--- src/rtl/fetch_unit.sv ---
// Instruction-fetch stage: owns the PC, fetches words over req/ack, hands them
// to decode over valid/ready and computes the next PC on retirement.
module fetch_unit #(
    parameter logic [31:0] RESET_PC  = 32'h0000_0000,
    parameter logic [31:0] NOP_INSTR = 32'h0000_0013
) (
    input  logic        clk,
    input  logic        rst_n,
    output logic        imem_req,
    output logic [31:0] imem_addr,
    input  logic        imem_ack,
    input  logic [31:0] imem_rdata,
    output logic [31:0] instr,
    output logic [31:0] pc,
    output logic        instr_valid,
    input  logic        instr_ready,
    input  logic [1:0]  pcn_control,
    input  logic [31:0] imm32,
    input  logic [31:0] rs1_val,
    input  logic        branch_taken,
    input  logic        finish,
    output logic        halted,
    output logic        misaligned
);

    localparam int unsigned XLEN = 32;

    localparam logic [1:0] NPC_4      = 2'd0;
    localparam logic [1:0] NPC_BRANCH = 2'd1;
    localparam logic [1:0] NPC_JAL    = 2'd2;
    localparam logic [1:0] NPC_JALR   = 2'd3;

    typedef enum logic [1:0] {IDLE, REQ, HOLD, HALT} state_t;

    state_t            state, state_n;
    logic [XLEN-1:0]   pc_n, instr_n, npc;
    logic [XLEN-1:0]   pc_plus4, pc_target, jalr_target;
    logic              halted_n, misaligned_n;

    assign imem_addr = pc;

    // Next-PC candidates, all modulo 2^32
    always_comb begin
        pc_plus4    = pc + XLEN'(4);
        pc_target   = pc + imm32;
        jalr_target = (rs1_val + imm32) & ~XLEN'(1);
        npc         = pc_plus4;
        case (pcn_control)
            NPC_4:      npc = pc_plus4;
            NPC_BRANCH: npc = branch_taken ? pc_target : pc_plus4;
            NPC_JAL:    npc = pc_target;
            NPC_JALR:   npc = jalr_target;
            default:    npc = pc_plus4;
        endcase
    end

    // Next-state and next-register values
    always_comb begin
        state_n      = state;
        pc_n         = pc;
        instr_n      = instr;
        halted_n     = halted;
        misaligned_n = misaligned;
        case (state)
            IDLE: state_n = REQ;
            REQ: begin
                if (imem_ack) begin
                    instr_n = imem_rdata;
                    state_n = HOLD;
                end
            end
            HOLD: begin
                if (instr_valid && instr_ready) begin
                    instr_n = NOP_INSTR;
                    if (finish) begin
                        state_n  = HALT;
                        halted_n = 1'b1;
                    end else if (npc[1:0] != 2'b00) begin
                        state_n      = HALT;
                        halted_n     = 1'b1;
                        misaligned_n = 1'b1;
                    end else begin
                        pc_n    = npc;
                        state_n = REQ;
                    end
                end
            end
            HALT:    state_n = HALT;
            default: state_n = IDLE;
        endcase
    end

    // State and output registers; reset wins over everything
    always_ff @(posedge clk) begin
        if (!rst_n) begin
            state       <= IDLE;
            pc          <= RESET_PC;
            instr       <= NOP_INSTR;
            imem_req    <= 1'b0;
            instr_valid <= 1'b0;
            halted      <= 1'b0;
            misaligned  <= 1'b0;
        end else begin
            state       <= state_n;
            pc          <= pc_n;
            instr       <= instr_n;
            imem_req    <= (state_n == REQ);
            instr_valid <= (state_n == HOLD);
            halted      <= halted_n;
            misaligned  <= misaligned_n;
        end
    end

endmodule

--- config.mk ---
export PLATFORM = sky130hd
export DESIGN_NAME = fetch_unit
export DESIGN_NICKNAME = d
export VERILOG_FILES = /design/src/rtl/fetch_unit.sv
export SDC_FILE = /design/constraint.sdc
export NUM_CORES = 1
export LEC_CHECK = 0
export BUFFER_PORTS_ARGS = -buffer_cell sky130_fd_sc_hd__clkbuf_2
export CAP_MARGIN = 20
export CORE_MARGIN = 2
export CORE_UTILIZATION = 47
export DETAILED_ROUTE_END_ITERATION = 7
export PLACE_DENSITY = 0.84
export SLEW_MARGIN = 15
export SYNTH_ARGS = -nofsm -noshare
export SYNTH_HDL_FRONTEND = slang
export SYNTH_SLANG_ARGS = --single-unit
--- constraint.sdc ---
create_clock -name clk -period 3.62 [get_ports clk]
set_input_delay 0.905 -clock clk [delete_from_list [all_inputs] [get_ports clk]]
set_output_delay 0.905 -clock clk [all_outputs]
set_load 0.01 [all_outputs]
==> flow_summary.toml <==
[run]
maxCapViolCount = 0

[worst_setup_path]
critPathKind = "in2reg"
path_cells = "clkbuf_2 > ha_1 > inv_1 > fa_1 > nand2b_1 > a21oi_1 > o21ai_1 > a31oi_2 > a211oi_1 > o31ai_1 > buf_4 > mux2i_1 > a221oi_1 > a21oi_1"
cp.arrival_ps = 3530
start_kind = "input port"
cp_common_cell = "a21oi_1"
critPathMaxFanout = 4
slowest_stage = "fa_1"
slowest_delay_ps = 370
worst_ep_required_time_ps = 3830
end_kind = "flip-flop"

[placed_design]
gp_congestion = 0.966
dp_hpwl_um = 17600
pre_cts_slack_ps = 39.2
place_inst = 1284
port_buffers = 203

[floorplanning]
dieArea_mm2 = 0.0159
row_count = 44
die_h_um = 126
initial_core_util_pct = 48.1
dieWidth_um = 126
io_pins = 204
core_area_mm2 = 0.0146

[global_route]
grt_pass1_wl_um = 36600
overflow = 0
grt_pass1_vias = 7350
grt_max_degree = 32
antenna_found_initial = 0
grt_usage_pct = 27.8

[clocking]
cts_hold_buf = 0
cts_sinks = 70
cts_tree = "done"
cts_made_buffers = 9
htreeDepth = 3
clkTransAtPathRegs_ps = 60
cts-resized-gates = 0
postCtsSetupBuffers = 0
clk_latency_ps = 340
cts_root_buffer = "clkbuf_16"
clock_tree.buffer_depth = 2

[drt]
drtAntennaViolNets = 0
routedLengthMet1_um = 9600
drt_pass1_iterations = 6
drt_iter0_drc = 778
vias = 7815
routedWlPerCell_um = 17.6
routed-wl-met2_um = 10700
drc = 0
highest_layer = "met4"
vias_per_cell = 6.01
totalWireLength_um = 22800
dr_wl_met3_um = 1880

[yosys]
synth.net_count = 1097
avgSynthCellArea_um2 = 7.56
synthCells = 929
synth_warnings = 0
yosys.cell_types.count = 65
dominantRegCellSynth = "dfxtp_1"
seq_area_frac_synth_pct = 20.0
synth-edff-count = 0
synth.cell_area_mm2 = 0.00702
ys_async_sr_fraction_pct = 0
synth_seq_cells = 70

[final_layout]
nets = 1279
syn2layout_area_growth_pct = 21.7
fill_cells = 1343
diodes = 0
fin_cells = 1300
final_core_util_pct = 58.6
multi_input_area_mm2 = 0.00513
layout-drive-gt1-share_pct = 25.5
regArea_mm2 = 0.00140

[sta]
final_hold_viol_count = 0
finalCritPeriodShare_pct = 91.6
fin_ws_ps = 305
setup_viol = 0
slew_viol_final = 0
max_freq_mhz = 302
fin_skew_ps = 10.1
relSlewSlack_pct = 42.3
tightest_slew_ps = 865
rsz0062_at_grt = "no"
hold_slack_ps = 476
setup_tns_ps = 0
finalCriticalPeriod_ps = 3310

[pwr]
sw_frac_of_total_pct = 31.4
p_clk_share_pct = 39.3
p_switching_mw = 0.780
p_leak_nw = 4.10
pwr_density_cell_mw_per_mm2 = 291
internal_power_mw = 1.71
power_frac_comb_pct = 28.2
seq_power_share_pct = 32.6
peakVddDrop_v = 0.000216

[status]
status = "finished, final reports clean"

[worst_hold_path]
min_path_type = "reg2reg"
==> cell type report <==
class | count | share of cell area, %
Clock buffer | 10 | 2.68
Clock inverter | 6 | 1.10
Inverter | 20 | 0.879
Multi-Input combinational cell | 759 | 60.0
Sequential cell | 70 | 16.4
Tap cell | 184 | 2.69
Timing Repair Buffer | 251 | 16.3
==> cells by family (layout without fill, tap and decap cells) <==
logic type	after synthesis	in the layout	share of synthesized area (%)
buf+inv	100	287	7.23
fa+ha+maj	64	64	11.6
flops	70	70	20.0
simple gates	281	281	19.9
mux	9	9	1.30
xor+xnor	65	65	8.11
compound gates	340	340	31.9
==> Yosys cell counts (all sizes together) (19+ instances only) <==
master | n | share of area [%]
a21o | 37 | 4.0
a21oi | 94 | 6.8
a22oi | 31 | 3.3
buf | 37 | 3.9
clkbuf | 43 | 2.3
dfxtp | 70 | 20
ha | 62 | 11
inv | 20 | 1.1
nand2 | 69 | 3.7
nand3 | 38 | 2.7
nor2 | 53 | 2.8
nor2b | 38 | 3.4
nor3 | 19 | 1.4
o21ai | 67 | 4.8
xnor2 | 37 | 4.6
xor2 | 28 | 3.5
==> registers in the layout, indices dropped and copies added (netlist names) <==
register     cells
halted           1
imem_addr       32
imem_req         1
instr           32
instr_valid      1
misaligned       1
state            2
==> layout by cell type (no fill, tap or decap), types with 12 or more instances in the layout <==
cell and instances:
nor2b_1 37, dfxtp_1 70, buf_4 47, a22oi_1 31, xnor2_1 37, a21oi_1 92
a21o_1 37, a221oi_1 15, nor2_1 52, ha_1 62, clkbuf_2 203, o21ai_0 61
nand3_1 38, inv_1 20, nand2_1 69, xor2_1 28, a31oi_1 12, nor3_1 19
==> critical path: cells and delay by family <==
| kind | cells | cell delay [ps] |
|---|---|---|
| and+or+nand+nor | 1 | 170 |
| AOI/OAI and AO/OA | 7 | 1490 |
| buffers and inverters | 3 | 330 |
| muxes | 1 | 70 |
| adders and majority gates | 2 | 540 |
==> layer usage <==
layer	track usage, %	vias up
li1	-	3782
met1	37.0	3535
met2	45.7	429
met3	4.04	69
met4	10.7	0
met5	0	-
==> power groups by stage <==
stage / clock network (mW) / logic, mW / registers [mW]
4_1_cts: 0.986 / 0.688 / 0.809
3_5_place_dp: 0 / 0.685 / 0.826
3_3_place_gp: 0 / 0.674 / 0.825
5_1_grt: 1.03 / 0.766 / 0.812
2_1_floorplan: 0 / 0.431 / 0.834
6_report: 0.976 / 0.701 / 0.810
==> metrics by stage <==
step,cell area (um2),power [mW]
finish,8540,2.49
global route,8540,2.60
CTS,8540,2.48
detailed placement,8220,1.51
global placement,8220,1.50
floorplan,7020,1.26
==> final timing paths <==
check                                 start                          to  slack [ps]  cells after the start
hold / removal          halted$_SDFFE_PN0P_         halted$_SDFFE_PN0P_         480                      1
hold reg to reg         halted$_SDFFE_PN0P_         halted$_SDFFE_PN0P_         480                      1
setup / recovery                   imm32[0]  imem_addr[24]$_SDFFE_PN0P_         310                     14
setup reg to reg  imem_addr[0]$_SDFFE_PN0P_  imem_addr[24]$_SDFFE_PN0P_         500                     13
No activity file was read; power rests on OpenSTA's default activity.
